==> src/rtl/ahb_mst_arb.sv <==
// Round-robin arbiter sharing one single-transfer AHB master port among NUM_MST requesters.
// Grant is held for one transfer; a watchdog releases the bus with MstErr if Okay never arrives.
module ahb_mst_arb #(
   parameter int NUM_MST  = 2,
   parameter int TOUT_CYC = 255,
   parameter int TOUT_W   = 16
) (
   input  logic                    CLK,
   input  logic                    RST_N,
   input  logic [NUM_MST-1:0]      MstReq,
   input  logic [NUM_MST-1:0]      MstWrite,
   input  logic [3*NUM_MST-1:0]    MstSize,
   input  logic [32*NUM_MST-1:0]   MstAddr,
   input  logic [32*NUM_MST-1:0]   MstOut,
   output logic [NUM_MST-1:0]      MstOkay,
   output logic [NUM_MST-1:0]      MstErr,
   output logic [NUM_MST-1:0]      MstGnt,
   output logic [31:0]             MstIn,
   output logic                    AhbReq,
   output logic                    AhbBurst,
   output logic                    AhbBusy,
   output logic                    AhbWrite,
   output logic [2:0]              AhbSize,
   output logic [31:0]             AhbAddr,
   output logic [31:0]             AhbOut,
   input  logic [31:0]             AhbIn,
   input  logic                    Okay
);

   localparam int IDW = (NUM_MST > 1) ? $clog2(NUM_MST) : 1;
   localparam logic [TOUT_W-1:0] TOUT_LAST = TOUT_W'(TOUT_CYC - 1);

   typedef enum logic [1:0] {
      IDLE  = 2'd0,
      GRANT = 2'd1,
      ERR   = 2'd2
   } state_t;

   state_t            state, stateNxt;
   logic [IDW-1:0]    GntId, GntIdNxt;
   logic [IDW-1:0]    RrPtr, RrPtrNxt;
   logic [IDW-1:0]    PickId, NextPtr;
   logic [IDW:0]      cand;
   logic              PickVld;
   logic              ownReq;
   logic [TOUT_W-1:0] wdog, wdogNxt;

   assign MstIn    = AhbIn;
   assign AhbBurst = 1'b0;
   assign AhbBusy  = 1'b0;
   assign ownReq   = MstReq[GntId];
   assign NextPtr  = (GntId == IDW'(NUM_MST - 1)) ? '0 : GntId + 1'b1;

   // First requester at or after RrPtr, wrapping modulo NUM_MST (need not be a power of two).
   always_comb begin
      PickVld = 1'b0;
      PickId  = '0;
      cand    = '0;
      for (int k = 0; k < NUM_MST; k++) begin
         cand = {1'b0, RrPtr} + (IDW+1)'(k);
         if (cand >= (IDW+1)'(NUM_MST))
            cand = cand - (IDW+1)'(NUM_MST);
         if (!PickVld && MstReq[cand[IDW-1:0]]) begin
            PickVld = 1'b1;
            PickId  = cand[IDW-1:0];
         end
      end
   end

   always_ff @(posedge CLK or negedge RST_N) begin
      if (!RST_N) begin
         state <= IDLE;
         GntId <= '0;
         RrPtr <= '0;
         wdog  <= '0;
      end else begin
         state <= stateNxt;
         GntId <= GntIdNxt;
         RrPtr <= RrPtrNxt;
         wdog  <= wdogNxt;
      end
   end

   always_comb begin
      stateNxt = state;
      GntIdNxt = GntId;
      RrPtrNxt = RrPtr;
      wdogNxt  = wdog;
      MstOkay  = '0;
      MstErr   = '0;
      MstGnt   = '0;
      AhbReq   = 1'b0;
      AhbWrite = 1'b0;
      AhbSize  = '0;
      AhbAddr  = '0;
      AhbOut   = '0;
      case (state)
         IDLE: begin
            wdogNxt = '0;
            if (PickVld) begin
               GntIdNxt = PickId;
               stateNxt = GRANT;
            end
         end
         GRANT: begin
            wdogNxt = wdog + 1'b1;
            AhbReq  = ownReq & ~Okay;
            for (int i = 0; i < NUM_MST; i++) begin
               if (GntId == IDW'(i)) begin
                  MstGnt[i]  = 1'b1;
                  MstOkay[i] = Okay;
                  AhbWrite   = MstWrite[i];
                  AhbSize    = MstSize[3*i +: 3];
                  AhbAddr    = MstAddr[32*i +: 32];
                  AhbOut     = MstOut[32*i +: 32];
               end
            end
            // Completion beats abort and timeout; abort beats timeout.
            if (Okay || !ownReq) begin
               stateNxt = IDLE;
               RrPtrNxt = NextPtr;
            end else if (wdog == TOUT_LAST) begin
               stateNxt = ERR;
            end
         end
         ERR: begin
            for (int i = 0; i < NUM_MST; i++)
               MstErr[i] = (GntId == IDW'(i));
            stateNxt = IDLE;
            RrPtrNxt = NextPtr;
         end
         default: stateNxt = IDLE;
      endcase
   end

endmodule

==> config.mk <==
export PLATFORM = sky130hd
export DESIGN_NAME = ahb_mst_arb
export DESIGN_NICKNAME = d
export VERILOG_FILES = /design/src/rtl/ahb_mst_arb.sv
export SDC_FILE = /design/constraint.sdc
export NUM_CORES = 1
export LEC_CHECK = 0
export ABC_AREA = 1
export CORE_AREA = 4 4 107 109
export DETAILED_ROUTE_END_ITERATION = 6
export DIE_AREA = 0 0 111 113
export PLACE_DENSITY = 0.77
export SYNTH_ARGS = -nofsm -noshare
export SYNTH_HDL_FRONTEND = slang
export SYNTH_SLANG_ARGS = --single-unit
export TNS_END_PERCENT = 10
==> constraint.sdc <==
create_clock -name CLK -period 4.3 [get_ports CLK]
set_input_delay 0.86 -clock CLK [delete_from_list [all_inputs] [get_ports CLK]]
set_output_delay 0.86 -clock CLK [all_outputs]
set_load 0.02 [all_outputs]
==> results.rst <==
.. list-table::
   :header-rows: 1

   * - Metric
     - Value
   * - Status
     - complete, no violations
   * - Clock edge transition at the registers on the reported setup and hold paths
     - ~80 ps
   * - Post-synthesis register bit count
     - 20
   * - Cells after Synth
     - roughly 300
   * - Maximum number of pins on one net before global-route repair
     - 70
   * - Cell family with most CP delay
     - buffers and inverters
   * - Number of DRC violations after detailed-routing iteration 0
     - between 200 and 250
   * - Die boundary height
     - 113 um
   * - Remaining antenna violation count after routing
     - 0
   * - Number of buffers added for setup after CTS
     - 0
   * - Horiz. Die Dim
     - roughly 110 um
   * - Post-Syn Area per Cell
     - ~7.3 um^2
   * - Routed WL per cell
     - 18.3 um
   * - Multi-input gate area in the final layout
     - 1190 um^2
   * - IO Count
     - roughly 280
   * - CTS max path bufs
     - 2
   * - Kind of end point of the critical path
     - primary output
   * - Antenna violations before repair
     - 13
   * - Clock insertion delay at the later pin of the skew report
     - about 260 ps
   * - Count of vias placed by the detailed router
     - about 2900
   * - Fraction of synthesized area in multiplexers
     - 0%
   * - Final standard cell area without fillers
     - ~4200 um^2
   * - Critical path's most frequent cell
     - clkdlybuf4s50_1
   * - Share of synthesized area occupied by flip-flops and latches
     - between 20% and 30%
   * - Total number of nets in the final design
     - 643
   * - Number of detailed-routing iterations run before antenna repair
     - 6
   * - Post-synth top area share
     - 27.6%
   * - Area post-placement
     - a little over 4000 um^2
   * - Worst vdd rail ir drop
     - between 300 and 400 uV
   * - Count of buffers inserted at the top-level ports
     - roughly 220
   * - Cell with the largest stage delay on the worst path
     - clkdlybuf4s50_1
   * - Classification of the worst setup path
     - in -> out
   * - Cells traversed along the worst timing path
     - clkdlybuf4s50_1, inv_1, nand2_1, o211ai_1, nor2_1, clkdlybuf4s50_1
   * - Maximum net fanout on the critical path
     - 3
   * - Power per cell area
     - 514 nW/um^2
   * - Count leader, synth
     - a22o_1
   * - Number of gates resized after cts
     - 0
   * - Count of different cell masters after synthesis
     - 21
   * - CTS Hold Buffers Added
     - 0
   * - CTS H-tree depth
     - 1
   * - Achievable frequency
     - ~310 MHz
   * - Xor-xnor portion of the synthesized cell area
     - 0%
   * - Number of buffers inserted during clock tree synthesis
     - 3
   * - Number of enable flip-flop cells after synthesis
     - 0
   * - Synthesized-area fraction occupied by adder cells
     - 1.16%
   * - Largest family of logic cells by synthesized area
     - compound AO/OA/AOI/OAI gates
   * - Remaining DRCs
     - 0
   * - Static leakage
     - about 1.7 nW
   * - Mapped Area
     - approximately 2200 um^2
   * - Least-Margin Pin Slew
     - approximately 910 ps
   * - Final worst path period need
     - 3210 ps
   * - Data arrival, critical path
     - between 2000 and 2500 ps
   * - Async S/R FF share, synth
     - between 90% and 100%
   * - FF/Latch Area
     - 500 um^2
   * - Number of vias per cell after detailed routing
     - ~4.7
   * - Gp weighted congestion
     - 0.891
   * - Row cnt
     - 38
   * - Worst path bufs/invs
     - 3
   * - Via count of the first global-routing pass
     - 2872
   * - Proportion of layout cells with a drive suffix above 1
     - 2.57%
   * - Remaining global-route overflow
     - 0
   * - Most instantiated flip-flop cell in the synthesis netlist
     - dfrtp_1
   * - List of most frequent post-synthesis cells
     - a22o_1 (68), nand2_1 (44), nor2_1 (39)
   * - Total count of max-transition violations in the final report
     - 0
   * - FILL cells
     - between 1000 and 1500
   * - Final critical-path share of the clock period
     - approximately 75%
   * - YS warnings
     - 0
   * - Maximum clock skew at final layout
     - about 10 ps
   * - Min-Delay Path Class
     - reg -> reg
   * - Max-cap check violation count
     - 0
   * - Sinks on Clock Net
     - 20
   * - Share of the synthesized area in compound gates (AO/OA/AOI/OAI)
     - about a third
   * - Master cell of the clock root buffer
     - clkbuf_8
   * - Setup-violating endpoint count in the final report
     - 0
   * - Crit path largest cell delay
     - 630 ps
   * - Total global-route track usage
     - between 15 and 20%
   * - Final Hold Fails
     - 0
   * - Synth top area cells
     - a22o_1 (28%), dfrtp_1 (23%), buf_4 (12%)
   * - Area Overhead vs Synth
     - 96.6%
   * - Worst path required time
     - roughly 3400 ps
   * - CTS tree
     - done
   * - Core area
     - about 11000 um^2
   * - Detail Placement HPWL
     - 9.66 mm
   * - Wire length of the first global-routing pass
     - between 15 and 20 mm
   * - Headroom to the max-slew limit
     - between 30% and 40%
   * - Kind of start point of the critical path
     - input pin
   * - Total die area
     - between 10000 and 15000 um^2
   * - Unrepaired setup endpoints after global routing
     - no
   * - Setup_tns
     - 0 ps
   * - Effective utilization at floorplan
     - between 20% and 30%
   * - Area fraction in and, or, nand and nor cells after synthesis
     - roughly a fifth
   * - Library cell with the largest summed area after synthesis
     - a22o_1
   * - Total Routed Length
     - around 11 mm
## layout by cell type (no fill, tap or decap), drive strengths merged
cell type,count
o21ai,10
ha,2
clkbuf,3
and3,1
inv,27
nor2,40
nand4,4
dfrtp,20
o31ai,1
clkdlybuf4s50,215
a21oi,9
diode,4
a22o,68
conb,2
bufinv,1
nor3,2
o211ai,1
buf,2
nand2,46
nand3,13
## metal layers
| metal | vias to the layer above | part of all wire, % | GRT usage (%) |
|---|---|---|---|
| met3 | 31 | 16 | 13.3 |
| met5 | - | 1.0 | 0 |
| li1 | 1351 | - | - |
| met2 | 177 | 46 | 27.1 |
| met1 | 1279 | 36 | 16.8 |
| met4 | 18 | 0.93 | 1.64 |
## cell families (layout without fill, tap and decap cells)
kind of cell,Yosys count,after routing
buffers and inverters,77,248
AO/OA/AOI/OAI,89,89
AND/OR/NAND/NOR,106,106
other,1,6
adder cells (fa/ha/maj),2,2
flip-flops,20,20
## state kept, by name, summed over array words and instances, names as in the netlist
signal and count:
RrPtr 1, state 2, GntId 1, wdog 16
## through the flow
step	setup WS (ps)	instances	util, %	power, W	hold slack [ps]
2_1_floorplan	2060	296	-	0.00124	476
3_3_place_gp	1100	603	39.2	0.00199	496
3_5_place_dp	1090	603	39.2	0.00201	506
4_1_cts	1070	607	39.9	0.00220	527
5_1_grt	964	611	40.0	0.00229	587
6_report	1090	611	40.0	0.00218	524
## worst reg2reg max path, cell delays in order, from the launching register on
cell and delay (ps):
dfrtp_1 610, inv_1 220, nand2_1 470, o21ai_0 230, a21oi_1 170
## power by group
| part | total [W] | internal [W] | switching (W) | leakage [nW] |
|---|---|---|---|---|
| clock network | 0.000188 | 0.000124 | 0.0000634 | 0.0357 |
| registers | 0.000238 | 0.000212 | 0.0000261 | 0.271 |
| logic | 0.00175 | 0.000854 | 0.000897 | 1.39 |
| total | 0.00218 | 0.00119 | 0.000987 | 1.70 |
## final timing paths
check / from / end / slack (ps) / cells after the start
setup / recovery: MstReq[1] / AhbReq / 1090 / 6
hold / removal: RrPtr$_DFFE_PN0P_ / RrPtr$_DFFE_PN0P_ / 520 / 2
setup reg to reg: state[1]$_DFFE_PN0P_ / wdog[2]$_DFFE_PN0P_ / 2530 / 4
hold reg to reg: RrPtr$_DFFE_PN0P_ / RrPtr$_DFFE_PN0P_ / 520 / 2
max in group asynchronous: RST_N / wdog[4]$_DFFE_PN0P_ / 2630 / 1
min in group asynchronous: RST_N / state[0]$_DFFE_PN0P_ / 1100 / 1
## area by class of cell
class	count	area share, %
Timing Repair Buffer	217	51.7
Multi-Input combinational cell	199	28.0
Sequential cell	20	11.8
Tap cell	140	4.13
Inverter	27	2.39
Clock buffer	3	0.974
Clock inverter	1	0.708
Antenna cell	4	0.236
No activity file was read; power rests on OpenSTA's default activity.
